$ cat src/rtl/junction_nway_ctrl.sv
// Demand-actuated N-way junction controller: one approach at a time through green, amber, all-red.
// Optional night-mode amber flash is enabled by defining JUNCTION_NIGHT_FLASH_EN.
module junction_nway_ctrl #(
    parameter int N_WAYS        = 3,
    parameter int GREEN_CYC     = 4,
    parameter int MAX_GREEN_CYC = 8,
    parameter int AMBER_CYC     = 2,
    parameter int ALLRED_CYC    = 1,
    parameter int FLASH_CYC     = 2,
    parameter int CNT_W         = 8,
    localparam int PW           = $clog2(N_WAYS)
) (
    input  logic              clk,
    input  logic              rst,
    input  logic [N_WAYS-1:0] veh_req,
`ifdef JUNCTION_NIGHT_FLASH_EN
    input  logic              night_mode,
`endif
    output logic [N_WAYS-1:0] red,
    output logic [N_WAYS-1:0] amber,
    output logic [N_WAYS-1:0] green,
    output logic [PW-1:0]     phase
);

    typedef enum logic [1:0] {
        S_ALL_RED = 2'd0,
        S_GREEN   = 2'd1,
        S_AMBER   = 2'd2
`ifdef JUNCTION_NIGHT_FLASH_EN
        , S_FLASH = 2'd3
`endif
    } state_t;

    if (N_WAYS < 2 || N_WAYS > 16 || GREEN_CYC < 1 || MAX_GREEN_CYC < GREEN_CYC ||
        AMBER_CYC < 1 || ALLRED_CYC < 1 || FLASH_CYC < 1 ||
        MAX_GREEN_CYC >= (1 << CNT_W)) begin : g_bad_cfg
        $error("junction_nway_ctrl: illegal parameter combination");
    end

    state_t              r_state;
    logic [CNT_W-1:0]    r_timer;
    logic [CNT_W-1:0]    r_elapsed;
    logic [PW-1:0]       r_phase;
    logic [N_WAYS-1:0]   r_red, r_amber, r_green;
`ifdef JUNCTION_NIGHT_FLASH_EN
    logic [CNT_W-1:0]    r_flash_cnt;
    logic                r_flash_on;
`endif

    logic [PW-1:0]       w_next_phase;
    logic                w_found;
    logic [N_WAYS-1:0]   w_phase_oh, w_next_oh;
    logic                w_extend;
    logic [CNT_W-1:0]    w_elapsed_inc;

    // Circular search from phase+1; with no demand anywhere fall back to phase+1.
    always_comb begin
        w_next_phase = (r_phase == PW'(N_WAYS - 1)) ? '0 : r_phase + PW'(1);
        w_found      = 1'b0;
        for (int i = 1; i <= N_WAYS; i++) begin
            int idx;
            idx = int'(r_phase) + i;
            if (idx >= N_WAYS) idx = idx - N_WAYS;
            if (!w_found && veh_req[idx[PW-1:0]]) begin
                w_found      = 1'b1;
                w_next_phase = PW'(idx);
            end
        end
    end

    assign w_phase_oh    = {{(N_WAYS-1){1'b0}}, 1'b1} << r_phase;
    assign w_next_oh     = {{(N_WAYS-1){1'b0}}, 1'b1} << w_next_phase;
    assign w_extend      = veh_req[r_phase] && ((veh_req & ~w_phase_oh) == '0) &&
                           (r_elapsed < CNT_W'(MAX_GREEN_CYC));
    assign w_elapsed_inc = (r_elapsed < CNT_W'(MAX_GREEN_CYC)) ? r_elapsed + CNT_W'(1) : r_elapsed;

    always_ff @(posedge clk or posedge rst) begin
        if (rst) begin
            r_state     <= S_ALL_RED;
            r_timer     <= CNT_W'(ALLRED_CYC);
            r_elapsed   <= '0;
            r_phase     <= PW'(N_WAYS - 1);
            r_red       <= '1;
            r_amber     <= '0;
            r_green     <= '0;
`ifdef JUNCTION_NIGHT_FLASH_EN
            r_flash_cnt <= '0;
            r_flash_on  <= 1'b0;
`endif
        end else begin
            case (r_state)
                S_ALL_RED: begin
                    if (r_timer == CNT_W'(1)) begin
`ifdef JUNCTION_NIGHT_FLASH_EN
                        if (night_mode) begin
                            r_state     <= S_FLASH;
                            r_flash_cnt <= CNT_W'(FLASH_CYC);
                            r_flash_on  <= 1'b1;
                            r_red       <= '0;
                            r_amber     <= '1;
                            r_green     <= '0;
                        end else begin
`else
                        begin
`endif
                            r_state   <= S_GREEN;
                            r_phase   <= w_next_phase;
                            r_timer   <= CNT_W'(GREEN_CYC);
                            r_elapsed <= CNT_W'(1);
                            r_red     <= ~w_next_oh;
                            r_green   <= w_next_oh;
                            r_amber   <= '0;
                        end
                    end else begin
                        r_timer <= r_timer - CNT_W'(1);
                    end
                end
                S_GREEN: begin
                    // Minimum green runs on the timer; afterwards elapsed bounds the extension.
                    if (r_timer > CNT_W'(1)) begin
                        r_timer   <= r_timer - CNT_W'(1);
                        r_elapsed <= w_elapsed_inc;
                    end else if (w_extend) begin
                        r_elapsed <= w_elapsed_inc;
                    end else begin
                        r_state   <= S_AMBER;
                        r_timer   <= CNT_W'(AMBER_CYC);
                        r_elapsed <= '0;
                        r_amber   <= w_phase_oh;
                        r_green   <= '0;
                    end
                end
                S_AMBER: begin
                    if (r_timer == CNT_W'(1)) begin
                        r_state <= S_ALL_RED;
                        r_timer <= CNT_W'(ALLRED_CYC);
                        r_red   <= '1;
                        r_amber <= '0;
                    end else begin
                        r_timer <= r_timer - CNT_W'(1);
                    end
                end
`ifdef JUNCTION_NIGHT_FLASH_EN
                S_FLASH: begin
                    if (!night_mode) begin
                        r_state <= S_ALL_RED;
                        r_timer <= CNT_W'(ALLRED_CYC);
                        r_red   <= '1;
                        r_amber <= '0;
                    end else if (r_flash_cnt == CNT_W'(1)) begin
                        r_flash_on  <= ~r_flash_on;
                        r_flash_cnt <= CNT_W'(FLASH_CYC);
                        r_amber     <= r_flash_on ? '0 : '1;
                    end else begin
                        r_flash_cnt <= r_flash_cnt - CNT_W'(1);
                    end
                end
`endif
                default: begin
                    r_state <= S_ALL_RED;
                    r_timer <= CNT_W'(ALLRED_CYC);
                    r_red   <= '1;
                    r_amber <= '0;
                    r_green <= '0;
                end
            endcase
        end
    end

    assign red   = r_red;
    assign amber = r_amber;
    assign green = r_green;
    assign phase = r_phase;

endmodule

$ cat config.mk
export PLATFORM = sky130hd
export DESIGN_NAME = junction_nway_ctrl
export DESIGN_NICKNAME = d
export VERILOG_FILES = /design/src/rtl/junction_nway_ctrl.sv
export SDC_FILE = /design/constraint.sdc
export NUM_CORES = 1
export LEC_CHECK = 0
export ABC_AREA = 0
export BUFFER_PORTS_ARGS = -buffer_cell sky130_fd_sc_hd__buf_2
export CORE_ASPECT_RATIO = 1.25
export CORE_MARGIN = 1
export CORE_UTILIZATION = 40
export DETAILED_ROUTE_END_ITERATION = 7
export GPL_ROUTABILITY_DRIVEN = 1
export SYNTH_ARGS = -nofsm -noshare
export SYNTH_HDL_FRONTEND = slang
export SYNTH_SLANG_ARGS = --single-unit
$ cat constraint.sdc
create_clock -name clk -period 2.8 [get_ports clk]
set_input_delay 0.56 -clock clk [delete_from_list [all_inputs] [get_ports clk]]
set_output_delay 0.56 -clock clk [all_outputs]
set_load 0.05 [all_outputs]
==> results.ini <==
[die]
die_w_um = 60.3
coreArea_um2 = 4070
fp.dieH_um = 74.9
io_pins = 16
dieArea_um2 = 4520
start_util = 0.418
rows = 26

[final_layout]
syn2layout_area_growth_pct = 12.8
multi_input_area_um2 = 920
final_cell_mix = dfrtp_1, nor2_1, buf_2, o21ai_0
drive_above_1_share = 0.204
final_common_cell = dfrtp_1
fill_cells = 422
seq_area_um2 = 732
num_antenna_cells = 0
nets = 203
fin_util = 0.472

[clock_tree]
cts_resized = 0
cts_inserted_buffers = 5
cts_hold_buf = 0
worstSkewPairLatency_ns = 0.28
cts_buffer_depth = 2
cts.sinks = 29
cts-root-buf = clkbuf_8
cts_setup_buffers = 0
h-tree-depth = 2
cts.clk_slew.worst_paths_ns = 0.06
cts_tree = done

[global_route]
grt_max_degree = 30
grt_usage = 0.187
grt-ovfl-total = 0
antenna_found_initial = 0
grt_pass1_vias = 1350
grt_pass1_wl_mm = 6.15

[power_and_ir_drop]
p_leak_nw = 0.887
switching_share = 0.477
ir_drop_uv = 615
pwr-share-seq = 0.318
power_frac_comb = 0.548
power_density_nw_per_um2 = 1250
clkPwrFrac = 0.134
intPower_mw = 1.25
p_sw_mw = 1.14

[critical_path]
endpoint_kind = register
path_max_fanout = 8
critPathLaunchType = register
cp.arrival_ns = 2.69
rr_worst_depth = 8
cp.required_ns = 2.96
critical_path_class = reg2reg

[outcome]
run_status = complete, no violations

[timing]
hold_ws_ns = 0.345
setup_violations = 0
fin_crit_sh = 0.904
skew_ns = 0.00303
finalCriticalPeriod_ns = 2.53
hold_violations = 0
grt_setup_unrepaired = false
tns_ns = 0
worst_pin_slew_ns = 0.524
drv_slew = 0
fmax_mhz = 395
setup_slack_ns = 0.270
slew_headroom = 0.651

[routing]
dr_total_vias = 1345
drc_errors = 0
drt_iter0_drc = 48
wl_mm = 3.61
first_pass_iters = 4
final_antenna_net_count = 0
wire_per_inst_um = 14.6
vias_per_cell = 5.45

[logic_synthesis]
synth_edf_count = 0
syn_avg_cell_area_um2 = 10.0
synthArstFlopShare = 1.00
yosys.area.top_type = dfrtp_1
ys_seq_area_frac = 0.430
synth_cells = 170
ys_seq_elements = 29
synth_top_area_share = 0.353
syn_nets = 183
yosysWarnings = 0
synth_area_leaders = dfrtp_1, dfstp_2, ha_1
synth_ff_type = dfrtp_1
synthesis.area_um2 = 1700
synthDistinctLibCells = 49

[place]
hpwl_mm = 2.80
io_buffers = 15
globalplace.congestion = 0.859
place_ws_ns = 0.322

[min_path]
hold_class = in2async

[job]
drv_cap = 0

==> registers in the layout, indices dropped and copies added (netlist names) <==
name       cells
r_elapsed      8
phase          2
amber          3
green          3
r_timer        8
red            3
r_state        2
==> cells in the mapped netlist (2+ instances only) <==
cell type and number:
a22o_1 7, nor2_1 20, nor2b_1 8, a31oi_1 2, nand3b_1 2, buf_2 3
mux2_2 2, a21oi_1 4, and2_1 4, a221oi_1 2, o21ai_0 10, dfstp_2 5
xor2_1 5, ha_1 8, nand2b_1 3, nand4_1 2, nand2_1 9, mux2i_1 3
inv_1 9, nand3_1 7, o21a_1 2, nor3_1 2, nor4_4 2, dfrtp_1 24
==> worst max-delay path, cell delays in order (launching register included) <==
cell and delay [ns]:
dfstp_2 0.58, inv_1 0.10, ha_1 0.28, a22o_1 0.26
a211oi_1 0.30, o22ai_1 0.12, a22oi_1 0.44, nor2_1 0.11
a22o_1 0.23
==> routing by layer <==
layer / track usage / share of wire
met4: 0.111 / 0.033
met1: 0.215 / 0.42
met3: 0.0395 / 0.022
met2: 0.315 / 0.53
met5: 0 / 0
==> power groups by stage <==
stage | clock, mW | combinational [mW] | sequential [mW]
after floorplan | 0 | 0.894 | 0.908
after global placement | 0 | 1.28 | 0.758
after detailed placement | 0 | 1.32 | 0.764
after CTS | 0.329 | 1.32 | 0.758
after global routing | 0.350 | 1.45 | 0.787
final | 0.320 | 1.31 | 0.762
==> stage by stage <==
stage          power (mW)  cells  cell area [µm²]
6_report             2.40    247             1920
5_1_grt              2.59    247             1920
4_1_cts              2.41    247             1920
3_5_place_dp         2.08    239             1840
3_3_place_gp         2.03    239             1840
2_1_floorplan        1.80    170             1700
==> path summary, 6_finish.rpt <==
check | start | to | slack [ns]
max reg2reg | phase[1] | green[2] | 0.27
max in group asynchronous | rst | red[0] | 2.15
min | rst | r_timer[3] | 0.34
min reg2reg | r_elapsed[5] | r_elapsed[5] | 0.49
min in group clk | r_elapsed[5] | r_elapsed[5] | 0.49
max | phase[1] | green[2] | 0.27
==> cell families (layout without fill, tap and decap cells) <==
| group | Yosys count | in the layout | synth area share |
|---|---|---|---|
| and+or+nand+nor | 71 | 71 | 0.259 |
| AOI/OAI and AO/OA | 39 | 39 | 0.161 |
| DFF | 29 | 29 | 0.430 |
| buffers and inverters | 12 | 33 | 0.0287 |
| adders and majority gates | 8 | 8 | 0.0589 |
| xor gates and xnor gates | 6 | 6 | 0.0309 |
| muxes | 5 | 5 | 0.0309 |
==> layout make-up <==
type,count,share of cell area
Sequential cell,29,0.382
Clock buffer,8,0.0417
Timing Repair Buffer,16,0.0431
Inverter,9,0.0176
Multi-Input combinational cell,129,0.479
Tap cell,56,0.0365
(Power assumes the default switching activity.)
